==> config.mk <==
export PLATFORM = sky130hd
export DESIGN_NAME = hdmi_frame_rd_ctrl_flat
export DESIGN_NICKNAME = d
export VERILOG_FILES = /design/src/rtl/hdmi_frame_rd_ctrl_if.sv /design/src/rtl/hdmi_frame_rd_ctrl.sv /design/src/flat_wrapper.sv
export SDC_FILE = /design/constraint.sdc
export NUM_CORES = 1
export LEC_CHECK = 0
export CELL_PAD_IN_SITES_DETAIL_PLACEMENT = 0
export CELL_PAD_IN_SITES_GLOBAL_PLACEMENT = 2
export CORE_MARGIN = 3
export CORE_UTILIZATION = 27
export DETAILED_ROUTE_END_ITERATION = 10
export GPL_ROUTABILITY_DRIVEN = 0
export PLACE_DENSITY = 0.89
export SLEW_MARGIN = 20
export SYNTH_ARGS = -nofsm -noshare
export SYNTH_HDL_FRONTEND = slang
export SYNTH_SLANG_ARGS = --single-unit
==> constraint.sdc <==
create_clock -name clk -period 3.1 [get_ports clk]
set_clock_uncertainty 0.15 [all_clocks]
set_input_delay 0.62 -clock clk [delete_from_list [all_inputs] [get_ports clk]]
set_output_delay 0.62 -clock clk [all_outputs]
set_load 0.005 [all_outputs]
==> src/rtl/hdmi_frame_rd_ctrl_if.sv <==
// Read-side link between the video frame FIFO and hdmi_frame_rd_ctrl.
// The master side (the controller) issues the read strobe. The slave side (the FIFO) returns the fill level and data.
interface hdmi_frame_rd_ctrl_if #(
  parameter int CNT_W  = 12,
  parameter int DATA_W = 16
);
  logic [CNT_W-1:0]  fifo_rd_cnt;
  logic              fifo_empty;
  logic [DATA_W-1:0] fifo_rd_data;
  logic              fifo_rd_en;

  modport master (
    output fifo_rd_en,
    input  fifo_rd_cnt,
    input  fifo_empty,
    input  fifo_rd_data
  );

  modport slave (
    input  fifo_rd_en,
    output fifo_rd_cnt,
    output fifo_empty,
    output fifo_rd_data
  );
endinterface

==> src/rtl/hdmi_frame_rd_ctrl.sv <==
// Frame-aligned FIFO read scheduler for the HDMI output path: prefill, vsync-aligned start, geometry/underflow checks.
// Optional underflow event counter is built when HDMI_RD_UFLOW_CNT_EN is defined.
module hdmi_frame_rd_ctrl #(
  parameter int H_ACTIVE = 1280,
  parameter int V_ACTIVE = 720,
  parameter int PREFILL  = 512,
  parameter int CNT_W    = 12,
  parameter int DATA_W   = 16
) (
  input  logic                 clk,
  input  logic                 rst,
  input  logic                 enable,
  input  logic                 clr_status,
  input  logic                 hs_in,
  input  logic                 vs_in,
  input  logic                 de_in,
  hdmi_frame_rd_ctrl_if.master fifo,
  output logic                 hs_out,
  output logic                 vs_out,
  output logic                 de_out,
  output logic [DATA_W-1:0]    pix_data,
  output logic                 stream_active,
  output logic                 underflow,
  output logic                 frame_err,
  output logic [15:0]          frame_cnt,
  output logic [7:0]           uflow_cnt
);

  typedef enum logic [1:0] {
    IDLE,
    WAIT_FILL,
    WAIT_VS,
    STREAM
  } state_t;

  localparam logic [CNT_W-1:0] PREFILL_C = CNT_W'(PREFILL);
  localparam logic [CNT_W-1:0] X_LAST    = CNT_W'(H_ACTIVE - 1);
  localparam logic [CNT_W-1:0] Y_END     = CNT_W'(V_ACTIVE);

  state_t           state;
  logic [CNT_W-1:0] x;
  logic [CNT_W-1:0] y;
  logic             vs_in_d;
  logic             rd_valid;
  logic             vs_rise;
  logic             frame_good;
  logic             uflow_evt;

  assign vs_rise    = vs_in & ~vs_in_d;
  assign frame_good = (x == '0) && (y == Y_END);
  assign uflow_evt  = (state == STREAM) & ~vs_rise & de_in & fifo.fifo_empty;

  // The read must land in the same cycle as de_in, so the strobe is decoded directly rather than registered.
  assign fifo.fifo_rd_en = de_in & ~fifo.fifo_empty & (state == STREAM) & ~rst;

  // FIFO data arrives one cycle after the strobe, which lines it up with the delayed de_out.
  assign pix_data = rd_valid ? fifo.fifo_rd_data : '0;

  always_ff @(posedge clk) begin
    if (rst) begin
      state         <= IDLE;
      x             <= '0;
      y             <= '0;
      vs_in_d       <= 1'b0;
      rd_valid      <= 1'b0;
      hs_out        <= 1'b0;
      vs_out        <= 1'b0;
      de_out        <= 1'b0;
      stream_active <= 1'b0;
      underflow     <= 1'b0;
      frame_err     <= 1'b0;
      frame_cnt     <= '0;
    end else begin
      // NOTE: non-blocking assignments let the later set in the case below override this clear, so set beats clear.
      vs_in_d  <= vs_in;
      rd_valid <= fifo.fifo_rd_en;
      hs_out   <= hs_in;
      vs_out   <= vs_in;
      de_out   <= de_in;

      if (clr_status) begin
        underflow <= 1'b0;
        frame_err <= 1'b0;
      end

      case (state)
        IDLE: begin
          if (enable) state <= WAIT_FILL;
        end

        WAIT_FILL: begin
          if (!enable)                         state <= IDLE;
          else if (fifo.fifo_rd_cnt >= PREFILL_C) state <= WAIT_VS;
        end

        WAIT_VS: begin
          if (!enable) begin
            state <= IDLE;
          end else if (vs_rise) begin
            state         <= STREAM;
            stream_active <= 1'b1;
            x             <= '0;
            y             <= '0;
          end
        end

        STREAM: begin
          if (vs_rise) begin
            x <= '0;
            y <= '0;
            if (frame_good) begin
              frame_cnt <= frame_cnt + 16'd1;
            end else begin
              frame_err     <= 1'b1;
              state         <= WAIT_FILL;
              stream_active <= 1'b0;
            end
            // A stop request only takes effect here, at the frame boundary.
            if (!enable) begin
              state         <= IDLE;
              stream_active <= 1'b0;
            end
          end else if (uflow_evt) begin
            underflow     <= 1'b1;
            state         <= WAIT_FILL;
            stream_active <= 1'b0;
          end else if (de_in) begin
            if (x == X_LAST) begin
              x <= '0;
              if (y != '1) y <= y + 1'b1;
            end else begin
              x <= x + 1'b1;
            end
          end
        end

        default: begin
          state         <= IDLE;
          stream_active <= 1'b0;
        end
      endcase
    end
  end

`ifdef HDMI_RD_UFLOW_CNT_EN
  always_ff @(posedge clk) begin
    if (rst) begin
      uflow_cnt <= '0;
    end else if (uflow_evt) begin
      if (uflow_cnt != 8'hFF) uflow_cnt <= uflow_cnt + 8'd1;
    end else if (clr_status) begin
      uflow_cnt <= '0;
    end
  end
`else
  assign uflow_cnt = '0;
`endif

endmodule

==> src/flat_wrapper.sv <==
// flat-port wrapper written by rule: the top's interface ports become plain ports
module hdmi_frame_rd_ctrl_flat 
#(
  parameter int H_ACTIVE = 1280,
  parameter int V_ACTIVE = 720,
  parameter int PREFILL  = 512,
  parameter int CNT_W    = 12,
  parameter int DATA_W   = 16
)
  (clk, rst, enable, clr_status, hs_in, vs_in, de_in, hs_out, vs_out, de_out, pix_data, stream_active, underflow, frame_err, frame_cnt, uflow_cnt, fifo_fifo_rd_en, fifo_fifo_rd_cnt, fifo_fifo_empty, fifo_fifo_rd_data);
  hdmi_frame_rd_ctrl_if #(.CNT_W(CNT_W), .DATA_W(DATA_W)) fifo_i ();
  input  logic clk;
  input  logic rst;
  input  logic enable;
  input  logic clr_status;
  input  logic hs_in;
  input  logic vs_in;
  input  logic de_in;
  output logic hs_out;
  output logic vs_out;
  output logic de_out;
  output logic [DATA_W-1:0] pix_data;
  output logic stream_active;
  output logic underflow;
  output logic frame_err;
  output logic [15:0] frame_cnt;
  output logic [7:0] uflow_cnt;
  output wire logic [$bits(fifo_i.fifo_rd_en)-1:0] fifo_fifo_rd_en;
  input wire logic [$bits(fifo_i.fifo_rd_cnt)-1:0] fifo_fifo_rd_cnt;
  input wire logic [$bits(fifo_i.fifo_empty)-1:0] fifo_fifo_empty;
  input wire logic [$bits(fifo_i.fifo_rd_data)-1:0] fifo_fifo_rd_data;
  assign fifo_fifo_rd_en = fifo_i.fifo_rd_en;
  assign fifo_i.fifo_rd_cnt = fifo_fifo_rd_cnt;
  assign fifo_i.fifo_empty = fifo_fifo_empty;
  assign fifo_i.fifo_rd_data = fifo_fifo_rd_data;
  hdmi_frame_rd_ctrl #(.H_ACTIVE(H_ACTIVE), .V_ACTIVE(V_ACTIVE), .PREFILL(PREFILL), .CNT_W(CNT_W), .DATA_W(DATA_W)) u_core (.clk(clk), .rst(rst), .enable(enable), .clr_status(clr_status), .hs_in(hs_in), .vs_in(vs_in), .de_in(de_in), .fifo(fifo_i), .hs_out(hs_out), .vs_out(vs_out), .de_out(de_out), .pix_data(pix_data), .stream_active(stream_active), .underflow(underflow), .frame_err(frame_err), .frame_cnt(frame_cnt), .uflow_cnt(uflow_cnt));
endmodule
==> parameters.txt, run 1 <==
Parameter                              Value

Outcome
  Outcome ... finished clean

Timing
  Worst max-slew margin expressed relative to the limit ... 0.2800
  F_max ... 363.6 MHz
  Slew @ Worst Pin ... 1.076 ns
  Setup repair after global routing missed its margin ... false
  Total setup violations reported at the end of the flow ... 0
  Clock period minus worst slack ... 2.750 ns
  Hold Vio Cnt, Final ... 0
  Crit path setup slack, layout ... 0.3498 ns
  Max-slew violation count ... 0
  Setup TNS Final ... 0 ns
  Tcrit/Tclk final ... 0.8872

Cells and area
  Final instance count without filler cells ... 540
  Core occupancy in the finished layout ... 0.3726
  Number of diodes added for antenna fixing ... 0
  Area occupied by registers ... 980.9 um2
  Layout Nets ... 447
  Area growth from synthesis to layout ... 32.81%
  Multi-input combinational cell area ... 1665 um2
  Count of filler cells inserted in the layout ... 1025
  Fraction of layout instances using a drive strength above 1 ... 0.06880

Critical path
  Critical path buffer and inverter count ... 2
  Most common cell on crit path ... clkdlybuf4s50_1
  Crit path kind ... in -> out
  Cell family with most CP delay ... buffers and inverters
  Critical Path Fanout Max ... 4
  Data required time of the worst path ... 2.33 ns
  Cell Chain, Critical Path ... clkdlybuf4s50_1 -> nand2b_1 -> nor3_1 -> clkdlybuf4s50_1
  Crit path max-delay cell type ... clkdlybuf4s50_1
  Crit path arrival time ... 1.98 ns
  Sort of element at the start of the critical path ... input pin
  Worst Setup End Kind ... output pin
  Delay contributed by the slowest stage of the critical path ... 0.53 ns

Clocking
  Total clock buffers created by CTS ... 5
  Clock transition at the registers of the reported paths ... 0.09 ns
  CTS sink cnt ... 49
  CTS tree ... yes
  Maximum root-to-sink buffer count ... 2
  Clock latency reported for the late side of the worst-skew pair ... 0.30 ns
  Number of gates resized after cts ... 0
  Post-CTS setup repair buffer count ... 0
  Root buffer selected by CTS ... clkbuf_8
  Number of H-tree levels ... 2
  Post-CTS Hold Buffers ... 0

Synth
  Netlist cell types ... 54
  Asr flop ratio synth ... 0
  Dominant synthesized flop cell ... dfxtp_1
  Mean area per synthesized cell ... 8.177 um2
  Synthesized instance count ... 340
  Most area-consuming cells after synthesis ... dfxtp_1, xnor2_1, and2_1
  Share of the yosys chip area belonging to registers ... 0.3528
  List of most frequent post-synthesis cells ... dfxtp_1, nor2_1, and2_1
  Mapped cell area ... 2780 um2
  Post-synthesis sequential element count ... 49
  Most common cell in the synthesized netlist ... dfxtp_1
  Area fraction of the dominant cell type after synthesis ... 0.3528
  Synthesis Warnings ... 0
  Yosys top cell by area ... dfxtp_1
  Count of flip-flops with a built-in enable after synthesis ... 0

Global route
  Total gr overflow ... 0
  Largest net degree at the start of global routing ... 32
  Number of global-route vias before repair ... 2553
  GR Util All Layers ... 0.1290
  Global-route wire length before repair ... 12.34 mm
  Number of antenna violations at the first check in global routing ... 0

Place
  Placed cells ... 532
  Post-place setup slack ... 0.04463 ns
  Number of I/O port buffers ... 65
  HPWL after detailed placement ... 5.641 mm

Drt
  Routed length per placed instance ... 14.04 um
  DRC violations left ... 0
  DRT antenna net count ... 0
  Number of detailed-route iterations in the first pass ... 4
  Number of vias per cell after detailed routing ... 5.024
  Number of design-rule violations left by the first detailed-router iteration ... 123
  Vias after detailed routing ... 2713
  Wirelength, routed ... 7.581 mm

Die
  Number of top-level pins ... 83
  Die Wd ... 107.5 um
  Number of rows in the core area ... 36
  Initial standard-cell utilization of the core ... 0.2806
  Area of the core ... 9910 um2
  Vertical die dimension ... 107.5 um
  Die Outline Area ... 11550 um2

Pwr
  Leakage power ... 0.001195 uW
  Peak supply drop ... 0.0001648 V
  Pwr/cell area ... 334.8 nW/um2

Min path
  Type of the tightest min-delay check ... reg -> reg

Flow run
  Number of violations of the max-capacitance limit ... 0
==> layer usage <==
metal | routed length, um | vias up | track usage
met2 | 3537 | 68 | 0.2221
li1 | - | 1352 | -
met4 | 58 | 0 | 0.02885
met5 | 0 | - | 0
met1 | 3543 | 1285 | 0.1662
met3 | 441 | 8 | 0.02639
==> stage by stage <==
stage          power, uW  cell area [um2]  hold slack (ns)
2_1_floorplan      711.4             2806           0.3158
3_3_place_gp       761.4             3576           0.3061
3_5_place_dp       762.4             3576           0.3186
4_1_cts             1249             3692           0.3336
5_1_grt             1281             3692           0.3638
6_report            1236             3692           0.3273
==> cells in the final DEF, fill, tap and decap left out, types with 8 or more instances in the layout <==
| cell | instances |
|---|---|
| and2_1 | 22 |
| o21ai_0 | 14 |
| xnor2_1 | 19 |
| nand2_1 | 21 |
| nor2_1 | 34 |
| buf_4 | 10 |
| nand4_1 | 11 |
| conb_1 | 8 |
| inv_1 | 10 |
| dfxtp_1 | 49 |
| nor3_1 | 11 |
| a21oi_1 | 15 |
| clkdlybuf4s50_1 | 65 |
| nand3_1 | 16 |
==> power breakdown <==
part | total [uW] | switching (uW) | internal (uW)
clock | 488 | 225 | 264
combinational | 103 | 48.7 | 54.0
sequential | 645 | 9.75 | 636
total | 1240 | 283 | 953
==> worst paths after layout <==
kind	cells past startpoint	slack [ns]	from	to
setup / recovery	4	0.35	de_in	fifo_fifo_rd_en
hold / removal	2	0.33	u_core.frame_cnt[15]	u_core.frame_cnt[15]
setup reg to reg	5	0.67	u_core.y[8]	u_core.state[1]
hold reg to reg	2	0.33	u_core.frame_cnt[15]	u_core.frame_cnt[15]
==> cells by family after synthesis <==
family                     share of synthesized area
and+or+nand+nor                               0.3402
other                                       0.001349
buffers and inverters                        0.05760
xor gates and xnor gates                     0.06616
adders and majority gates                    0.02250
AOI/OAI and AO/OA                             0.1517
DFF                                           0.3528
muxes                                       0.007651
==> layout make-up <==
type / instances / area share
Sequential cell: 49 / 0.2657
Timing Repair Buffer: 75 / 0.1965
Multi-Input combinational cell: 265 / 0.4510
Clock buffer: 7 / 0.02338
Clock inverter: 1 / 0.008133
Tap cell: 133 / 0.04507
Inverter: 10 / 0.01017
==> sequential cells by signal (all words and copies together), names as in the netlist, 2 cells and up <==
register and count:
u_core.frame_cnt 16, u_core.x 12, u_core.y 12, u_core.state 2
==> worst register-to-register path: stages, from the launching register on <==
cell	delay, ns
dfxtp_1	0.44
nor4b_1	0.61
nand2_1	0.18
nor3_1	0.58
o311ai_0	0.27
o41ai_1	0.11
Power figures use the tool's default switching activity.
==> inputs of run 2 (changes only) <==
CORE_UTILIZATION = 35   (was 27)
DONT_BUFFER_PORTS = 1   (was default)
PLACE_DENSITY = 0.85   (was 0.89)
==> parameters.txt, run 2 (same netlist as run 1, synthesis figures left out) <==
Parameter                              Value

Outcome
  Outcome ... finished clean (unchanged)

Drt
  Wirelength, routed ... 6.948 mm (was 7.581 mm)
  Number of detailed-route iterations in the first pass ... 4 (unchanged)
  DRC violations left ... 0 (unchanged)
  DRT antenna net count ... 0 (unchanged)
  Routed length per placed instance ... 15.90 um (was 14.04 um)
  Number of design-rule violations left by the first detailed-router iteration ... 119 (was 123)
  Number of vias per cell after detailed routing ... 5.538 (was 5.024)
  Vias after detailed routing ... 2420 (was 2713)

Critical path
  Worst R2R Start ... u_core.x[1] (was u_core.y[8])
  Destination of the critical timing path ... u_core.y[6] (was fifo_fifo_rd_en)
  End of the worst register-to-register path ... u_core.y[6] (was u_core.state[1])
  Cell Chain, Critical Path ... ha_1 -> and4_2 -> nand4_1 -> or4_4 -> or3_1 -> a21oi_1 (was clkdlybuf4s50_1 -> nand2b_1 -> nor3_1 -> clkdlybuf4s50_1)
  Worst Setup End Kind ... register (was output pin)
  Crit path arrival time ... 2.52 ns (was 1.98 ns)
  Delay contributed by the slowest stage of the critical path ... 0.58 ns (was 0.53 ns)
  Crit path max-delay cell type ... or4_4 (was clkdlybuf4s50_1)
  Cell family with most CP delay ... simple AND/OR/NAND/NOR gates (was buffers and inverters)
  Critical path buffer and inverter count ... 0 (was 2)
  Data required time of the worst path ... 3.19 ns (was 2.33 ns)
  Depth of the worst register-to-register path ... 6 (was 5)
  Total stage count of the critical path ... 6 (was 4)
  Crit path kind ... reg -> reg (was in -> out)
  Critical Path Fanout Max ... 5 (was 4)
  Sort of element at the start of the critical path ... register (was input pin)
  Setup slack of the most critical reg-to-reg path ... 0.67 ns (about the same)
  Worst setup path startpoint ... u_core.x[1] (was de_in)

Clocking
  Clock latency reported for the late side of the worst-skew pair ... 0.30 ns (about the same)
  Root buffer selected by CTS ... clkbuf_8 (unchanged)
  CTS sink cnt ... 49 (unchanged)
  Post-CTS setup repair buffer count ... 0 (unchanged)
  Number of H-tree levels ... 2 (unchanged)
  CTS tree ... yes (unchanged)
  Number of gates resized after cts ... 0 (unchanged)
  Clock transition at the registers of the reported paths ... 0.09 ns (about the same)
  Maximum root-to-sink buffer count ... 2 (unchanged)
  Post-CTS Hold Buffers ... 0 (unchanged)
  Total clock buffers created by CTS ... 5 (unchanged)

Min path
  Number of cells on the worst hold path ... 1 (was 2)
  Type of the tightest min-delay check ... in -> reg (was reg -> reg)

Timing
  Hold Vio Cnt, Final ... 0 (unchanged)
  F_max ... 411.5 MHz (was 363.6 MHz)
  Worst max-slew margin expressed relative to the limit ... 0.5152 (was 0.2800)
  Setup repair after global routing missed its margin ... false (unchanged)
  Max-slew violation count ... 0 (unchanged)
  Clock period minus worst slack ... 2.430 ns (was 2.750 ns)
  Total setup violations reported at the end of the flow ... 0 (unchanged)
  Tcrit/Tclk final ... 0.7840 (was 0.8872)
  Slew @ Worst Pin ... 0.7205 ns (was 1.076 ns)
  Setup TNS Final ... 0 ns (unchanged)

Global route
  Total gr overflow ... 0 (unchanged)
  Number of antenna violations at the first check in global routing ... 0 (unchanged)
  Global-route wire length before repair ... 11.39 mm (was 12.34 mm)
  Largest net degree at the start of global routing ... 33 (was 32)
  Number of global-route vias before repair ... 2308 (was 2553)
  GR Util All Layers ... 0.1588 (was 0.1290)

Pwr
  Combinational power share ... 0.044 (was 0.083)
  Leakage power ... 0.0009371 uW (was 0.001195 uW)
  Internal Pwr Total ... 917.7 uW (was 953.2 uW)
  Design Power ... 1187 uW (was 1236 uW)
  Peak supply drop ... 0.0002544 V (was 0.0001648 V)
  Pwr/cell area ... 399.3 nW/um2 (was 334.8 nW/um2)
  Sequential power share ... 0.544 (was 0.522)
  Switching pwr ... 269.4 uW (was 283.0 uW)
  Proportion of power drawn by the clock network ... 0.412 (was 0.395)
  Switching Fraction ... 0.2269 (was 0.2290)

Cells and area
  Number of flip-flops under the largest register name ... 16 (unchanged)
  Register bank with the most flops ... u_core.frame_cnt (unchanged)
  Highest-count cells in the layout ignoring fill and taps ... dfxtp_1, nor2_1, and2_1 (was clkdlybuf4s50_1, dfxtp_1, nor2_1)
  Number of diodes added for antenna fixing ... 0 (unchanged)
  Fraction of layout instances using a drive strength above 1 ... 0.07396 (was 0.06880)
  Most frequent standard cell in the layout excluding fill and tap cells ... dfxtp_1 (was clkdlybuf4s50_1)
  Regs by FF count ... u_core.frame_cnt x16, u_core.x x12, u_core.y x12 (unchanged)
  Area growth from synthesis to layout ... 6.931% (was 32.81%)
  Count of filler cells inserted in the layout ... 775 (was 1025)
  Layout Nets ... 378 (was 447)
  Area occupied by registers ... 980.9 um2 (unchanged)
  Multi-input combinational cell area ... 1665 um2 (unchanged)

Die
  Area of the core ... 7486 um2 (was 9910 um2)
  Die Outline Area ... 9049 um2 (was 11550 um2)
  Number of rows in the core area ... 31 (was 36)
  Initial standard-cell utilization of the core ... 0.3714 (was 0.2806)
  Vertical die dimension ... 95.13 um (was 107.5 um)
  Number of top-level pins ... 83 (unchanged)
  Die Wd ... 95.13 um (was 107.5 um)

Place
  Number of I/O port buffers ... 0 (was 65)
  HPWL after detailed placement ... 5.090 mm (was 5.641 mm)

Flow run
  Number of violations of the max-capacitance limit ... 0 (unchanged)
[run 2: cell count changes in the layout (fill, tap and decap cells not counted), sizes merged]
cell / delta
clkbuf: -1
clkinvlp: +1
clkdlybuf4s50: -65
buf: -4
[run 2: worst reg2reg max path, cell delays in order, from the launching register on]
cell     delay [ns]
dfxtp_1        0.41
ha_1           0.24
and4_2         0.28
nand4_1        0.20
or4_4          0.58
or3_1          0.36
a21oi_1        0.14
[run 2: worst min-delay path by stage]
stage                              start                   end
floorplan               u_core.frame_err      u_core.frame_err
global placement    u_core.frame_cnt[15]  u_core.frame_cnt[15]
detailed placement  u_core.frame_cnt[15]  u_core.frame_cnt[15]
CTS                                  rst  u_core.frame_cnt[15]
global route                         rst   u_core.frame_cnt[2]
finish                               rst          u_core.y[11]
[run 2: power by group through the flow]
| stage | clock, uW | combinational, uW | sequential, uW |
|---|---|---|---|
| 2_1_floorplan | 0 | 58.8 | 653 |
| 3_3_place_gp | 0 | 51.6 | 661 |
| 3_5_place_dp | 0 | 52.2 | 660 |
| 4_1_cts | 507 | 52.4 | 646 |
| 5_1_grt | 528 | 59.7 | 648 |
| 6_report | 489 | 52.5 | 646 |
[run 2: metal layers]
layer / vias to the layer above / share of wire / GRT usage / wire length (um)
met5: - / 0 / 0 / 0
met4: 0 / 0.0045 / 0.03606 / 31
li1: 1220 / - / - / -
met3: 2 / 0.056 / 0.03078 / 386
met1: 1117 / 0.49 / 0.2213 / 3415
met2: 81 / 0.45 / 0.2531 / 3115
[run 2: stage by stage]
stage	setup WS (ns)	utilization	hold WS (ns)	instance area (um2)	cells
after floorplan	0.8140	-	0.3158	2806	347
after global placement	0.6178	0.3811	0.3321	2853	429
after detailed placement	0.5962	0.3811	0.3454	2853	429
after CTS	0.6891	0.3971	0.2148	2973	437
after global routing	0.4140	0.3971	0.2059	2973	437
final	0.6697	0.3971	0.2262	2973	437
[run 2: layout make-up]
cell class,count,area share
sequential,49,0.3300
tap,99,0.04167
timing repair buffer,6,0.01515
multi-input combinational,265,0.5602
inverter,10,0.01263
clock buffer,6,0.02778
clock inverter,2,0.01263
==> patch 1, RTL diff (config.mk and constraints of run 2) <==
Register the output `frame_cnt` once more; this adds one clock of latency there. The other outputs are not delayed to match.
--- a/src/rtl/hdmi_frame_rd_ctrl.sv
+++ b/src/rtl/hdmi_frame_rd_ctrl.sv
@@ -38,4 +38,6 @@
   localparam logic [CNT_W-1:0] Y_END     = CNT_W'(V_ACTIVE);
 
+  logic [15:0] frame_cnt_s0;
+
   state_t           state;
   logic [CNT_W-1:0] x;
@@ -70,5 +72,5 @@
       underflow     <= 1'b0;
       frame_err     <= 1'b0;
-      frame_cnt     <= '0;
+      frame_cnt_s0  <= '0;
     end else begin
       // NOTE: non-blocking assignments let the later set in the case below override this clear, so set beats clear.
@@ -110,5 +112,5 @@
             y <= '0;
             if (frame_good) begin
-              frame_cnt <= frame_cnt + 16'd1;
+              frame_cnt_s0 <= frame_cnt_s0 + 16'd1;
             end else begin
               frame_err     <= 1'b1;
@@ -157,4 +159,8 @@
 `endif
 
+  always_ff @(posedge clk) begin
+    frame_cnt <= frame_cnt_s0;
+  end
+
 endmodule
 
Check against the original RTL: same outputs for any inputs over 10 cycles, from zero or initial values and one cycle with rst high; that may be too few to reach the edited logic, so the function may still have changed.
==> patch 1 against run 2 <==
  * Sequential cell count up 16
  * Worst hold slack worse by 0.033 ns
  * Critical path type unchanged
  * Total power up 43%
  * Design area up 13%
  * Largest cell class unchanged
  * Wire length up 2.9%
  * Worst setup slack better by 0.033 ns
  * Highest routed layer unchanged
  * Critical path depth down 1
  * Clock power up 68%
  * Synthesized area up 10%
==> patch 1: results (changes against run 2) <==
The largest fanout on the critical path was 9 (+4); the maximum vdd drop was 0.300 mV (+18%). The worst setup path startpoint is u_core.x[10]$_SDFFE_PP0P_. The final instance count without filler cells is 464 (+6.2%). By count the netlist is led by sky130_fd_sc_hd__dfxtp_1, sky130_fd_sc_hd__nor2_1, sky130_fd_sc_hd__nand2_1, sky130_fd_sc_hd__nand3_1, sky130_fd_sc_hd__and2_1. The tools report the number of buffers inserted during clock tree synthesis as 9 (+4). Area share of fa/ha/maj cells after synthesis: 2.04% (-0.21 points).

The run gives 14.9% (-0.98 points) as the total routing resource utilization after global routing. The internal portion of total power was 1.31 mW (+43%). The flow ran to the end, and the final reports show no timing, DRC or antenna violations. The clock network latency to the later pin of the worst-skew pair came out at 0.34 ns (+0.04 ns). Sequential area share after synthesis: 42.4% (+7.2 points). The arrival time reported for the critical path endpoint is 2.48 ns (-0.04 ns). The logic depth of the worst register-to-register path was 5 (-1); the number of levels in the clock H-tree was 3 (+1). The switching power share of the total came out at 22.8% (+0.12 points).

The cell count after placement is 448 (+4.4%), and the initial DRC count is 173 (+45%). The xor and xnor area share after synthesis was 6.57% (-0.044 points). Normalized max-slew margin: 58.6% (+7.1 points). Count of vias placed by the detailed router: 2489 (+2.9%).

End of the critical path: u_core.y[8]$_SDFFE_PP0P_. The setup slack of the worst register-to-register path was 0.70 ns (+0.03 ns); the half-perimeter wire length after detailed placement was 5110 um (+0.41%). The via count of the first global-routing pass was 2341 (+1.4%).

Maximum number of pins on one net before global-route repair: 34 (+3.0%). The net count reported at finish was 395 (+4.5%); the final routed wire length divided by cell count was 15.4 um (-3.1%). The share of cells above drive strength 1 works out to 8.91% (+1.5 points). The cell leakage power is 1.16 nW (+24%). The global-route wire length before repair is 11800 um (+3.9%). By area the synthesized netlist is led by sky130_fd_sc_hd__dfxtp_1, sky130_fd_sc_hd__nor2_1, sky130_fd_sc_hd__xnor2_1. The power in the clock group is 823 uW (+68%).

For the setup slack at placement, the log shows 0.688 ns (+0.0918 ns).
patch 1: changes by cell type in the layout (fill, tap and decap cells not counted), sizes merged, moves of 5 or more:
cell	delta
xor2	+6
o21ai	-5
dfxtp	+16
a21oi	-7
nand3	+5
nor4	+6
o311ai	-7
a32oi	+5
inv	+7
patch 1: worst min-delay path by stage:
stage | slack [ns] | endpoint | from
3_3_place_gp | 0.21 | u_core.frame_cnt[15]$_DFF_P_ | u_core.frame_cnt_s0[15]$_SDFFE_PP0P_
4_1_cts | 0.17 | u_core.x[4]$_SDFFE_PP0P_ | rst
3_5_place_dp | 0.21 | u_core.frame_cnt[15]$_DFF_P_ | u_core.frame_cnt_s0[15]$_SDFFE_PP0P_
6_report | 0.19 | u_core.hs_out$_SDFF_PP0_ | rst
5_1_grt | 0.17 | u_core.x[4]$_SDFFE_PP0P_ | rst
2_1_floorplan | 0.20 | u_core.frame_cnt[15]$_DFF_P_ | u_core.frame_cnt_s0[15]$_SDFFE_PP0P_
patch 1: metal layers:
metal / up-vias / global-route usage, % / share of wire [%]
met5: - / 0 / 0
met4: 0 / 5.78 / 1.9
met3: 10 / 3.58 / 5.5
met2: 80 / 22.4 / 45
met1: 1156 / 20.6 / 47
li1: 1243 / - / -
patch 1: critical path, cell delays in order, from the launching register on:
cell	delay, ns
sky130_fd_sc_hd__dfxtp_1	0.42
sky130_fd_sc_hd__or4b_4	0.53
sky130_fd_sc_hd__nor4_4	0.55
sky130_fd_sc_hd__nand4_2	0.17
sky130_fd_sc_hd__a22o_1	0.23
sky130_fd_sc_hd__mux2_4	0.25
patch 1: area by class of cell:
cell class,count,area [um^2]
inverter,15,56.3
timing repair buffer,5,37.5
tap,105,131
multi-input combinational,258,1620
clock inverter,7,103
fill,848,4970
sequential,65,1300
clock buffer,9,124
==> patch 2, RTL diff (settings of run 2) <==
Made on the original files. Build with the macro `HDMI_RD_UFLOW_CNT_EN` defined.
--- a/src/rtl/hdmi_frame_rd_ctrl.sv
+++ b/src/rtl/hdmi_frame_rd_ctrl.sv
@@ -1,4 +1,6 @@
 // Frame-aligned FIFO read scheduler for the HDMI output path: prefill, vsync-aligned start, geometry/underflow checks.
 // Optional underflow event counter is built when HDMI_RD_UFLOW_CNT_EN is defined.
+`define HDMI_RD_UFLOW_CNT_EN
+
 module hdmi_frame_rd_ctrl #(
   parameter int H_ACTIVE = 1280,
Check against the original RTL: not equivalent (Yosys sat finds a counterexample within 10 cycles, from zero or initial values and one cycle with rst high).
==> patch 2 against run 2 <==
  * Wire length grew 14%
  * Critical path depth shrank 1
  * First-iteration DRC count grew 32%
  * Die area grew 12%
  * Highest routed layer unchanged
  * Critical endpoint is now u_core.frame_cnt[15]$_SDFFE_PP0P_
  * Synthesized area grew 13%
  * Total power grew 23%
  * Worst setup slack lost 0.012 ns
  * Largest power group unchanged
  * Sequential cell count grew 8
  * Sequential power grew 16%
  * Design area grew 14%
==> patch 2: results (changes against run 2) <==
The flow ran to the end, and the final reports show no timing, DRC or antenna violations. The count of vias placed by the detailed router was 2790 (+15%); the net count reported at finish was 427 (+13%). The global-route track usage on met2 came out at 25.7% (+0.36 points). The initial DRC count was 157 (+32%); the non-clock buffer total of the final layout was 4 (-2). The global-route wire length before repair was 13100 um (+15%). The tools report the met1 routing resource usage after global routing as 21.2% (-0.91 points). Destination of the worst hold path: u_core.frame_cnt[2]$_SDFFE_PP0P_. The pin slew with the least headroom to its limit was 0.563 ns (-0.157 ns); the number of logic inverters in the finished layout was 13 (+3). The clock network latency to the later pin of the worst-skew pair came out at 0.35 ns (+0.05 ns).

The maximum vdd drop came out at 0.176 mV (-31%). Cell area after placement: 0.00322 mm^2 (+13%). The area growth from synthesis to layout is 8.63%.

The number of fillers in the final layout is 871 (+12%), and the cell leakage power is 1.07 nW (+14%). The stage delay of the slowest cell on the critical path is 0.52 ns (-0.06 ns), and the sequential cell count is 57 (+16%). The sequential share of cell area was 33.5% (+0.53 points). The number of antenna violations at the first check in global routing was 0 (unchanged); the global-route met3 utilization was 5.12% (+2.0 points).

The worst register-to-register path ends at u_core.frame_cnt[15]$_SDFFE_PP0P_. The logs give 0.640 ns (+0.0435 ns) for the setup slack at placement and 9 (+4) for the number of buffers inserted during clock tree synthesis. The tools report the number of distinct standard cells referenced by the synthesized netlist as 52 (-3.7%). The hold path depth was 1 (unchanged). The largest fanout on the critical path came out at 12 (+7). Counting instances in the post-synthesis netlist gives the leading cell types as sky130_fd_sc_hd__dfxtp_1, sky130_fd_sc_hd__nor2_1, sky130_fd_sc_hd__nand2_1. The half-perimeter wire length after detailed placement came out at 5640 um (+11%).

Switching power share of the total: 25.2% (+2.5 points). The clock transition at the registers of the reported paths is 0.07 ns (-0.02 ns), and the maximum number of pins on one net before global-route repair is 37 (+12%). Yosys attributes the largest share of cell area to sky130_fd_sc_hd__dfxtp_1, sky130_fd_sc_hd__xnor2_1, sky130_fd_sc_hd__and2_1.

Arrival time reported for the critical path endpoint: 2.53 ns (about the same). The via count of the first global-routing pass is 2586 (+12%), and the number of levels in the clock H-tree is 3 (+1). The final-layout non-clock buffer area share is 0.882% (-0.63 points). The clock buffer and inverter area fraction after layout was 5.33% (+1.3 points).

The multi-input gate count was 300 (+13%); the number of clock-tree buffers in the layout was 11 (+5). The tightest min-delay check is of the input port to flop type. The fraction of registers with async set/reset was 0% (unchanged); the least setup slack across all paths after layout was 0.658 ns (-0.0116 ns). Final routed wire length divided by cell count: 15.9 um (+0.24%). The share of cells above drive strength 1 is 8.21% (+0.81 points), and the total routing resource utilization after global routing is 16.4% (+0.53 points). Critical path's slowest cell: sky130_fd_sc_hd__dfxtp_1. Origin of the critical flop-to-flop path: u_core.state[1]$_SDFFE_PP0P_. The logic depth of the worst register-to-register path works out to 5 (-1). The run gives 0.183 ns (-0.0433 ns) as the worst hold slack across all endpoints.
-- patch 2: logic make-up (layout without fill, tap and decap cells) --
kind of cell / Yosys count / after routing / share of synthesized area [%]
AOI/OAI and AO/OA: 63 / 63 / 13.6
xor gates and xnor gates: 20 / 20 / 5.59
adders and majority gates: 6 / 6 / 2.40
buffers and inverters: 29 / 33 / 3.87
DFF: 57 / 57 / 36.4
muxes: 7 / 7 / 2.28
and+or+nand+nor: 204 / 204 / 35.9
-- patch 2: power by group through the flow --
| stage | registers [mW] | logic, mW | clock network, mW |
|---|---|---|---|
| after detailed placement | 0.769 | 0.0641 | 0 |
| after floorplan | 0.760 | 0.0624 | 0 |
| after global placement | 0.769 | 0.0637 | 0 |
| final | 0.752 | 0.0634 | 0.645 |
| after global routing | 0.754 | 0.0732 | 0.706 |
| after CTS | 0.752 | 0.0643 | 0.666 |
-- patch 2: routing by layer --
metal	vias to the layer above	part of all wire (%)
met1	1293	47
li1	1401	-
met2	86	45
met4	0	1.5
met5	-	0
met3	10	6.6
-- patch 2: worst register-to-register path: stages (launching register included) --
cell	delay (ns)
sky130_fd_sc_hd__dfxtp_1	0.52
sky130_fd_sc_hd__and4b_1	0.34
sky130_fd_sc_hd__nand4_1	0.32
sky130_fd_sc_hd__or3_1	0.44
sky130_fd_sc_hd__nor3_1	0.21
sky130_fd_sc_hd__mux2_2	0.36
-- patch 2: metrics by stage --
| stage | instances | power (mW) |
|---|---|---|
| finish | 495 | 1.46 |
| global route | 495 | 1.53 |
| CTS | 495 | 1.48 |
| detailed placement | 479 | 0.833 |
| global placement | 479 | 0.833 |
| floorplan | 386 | 0.822 |
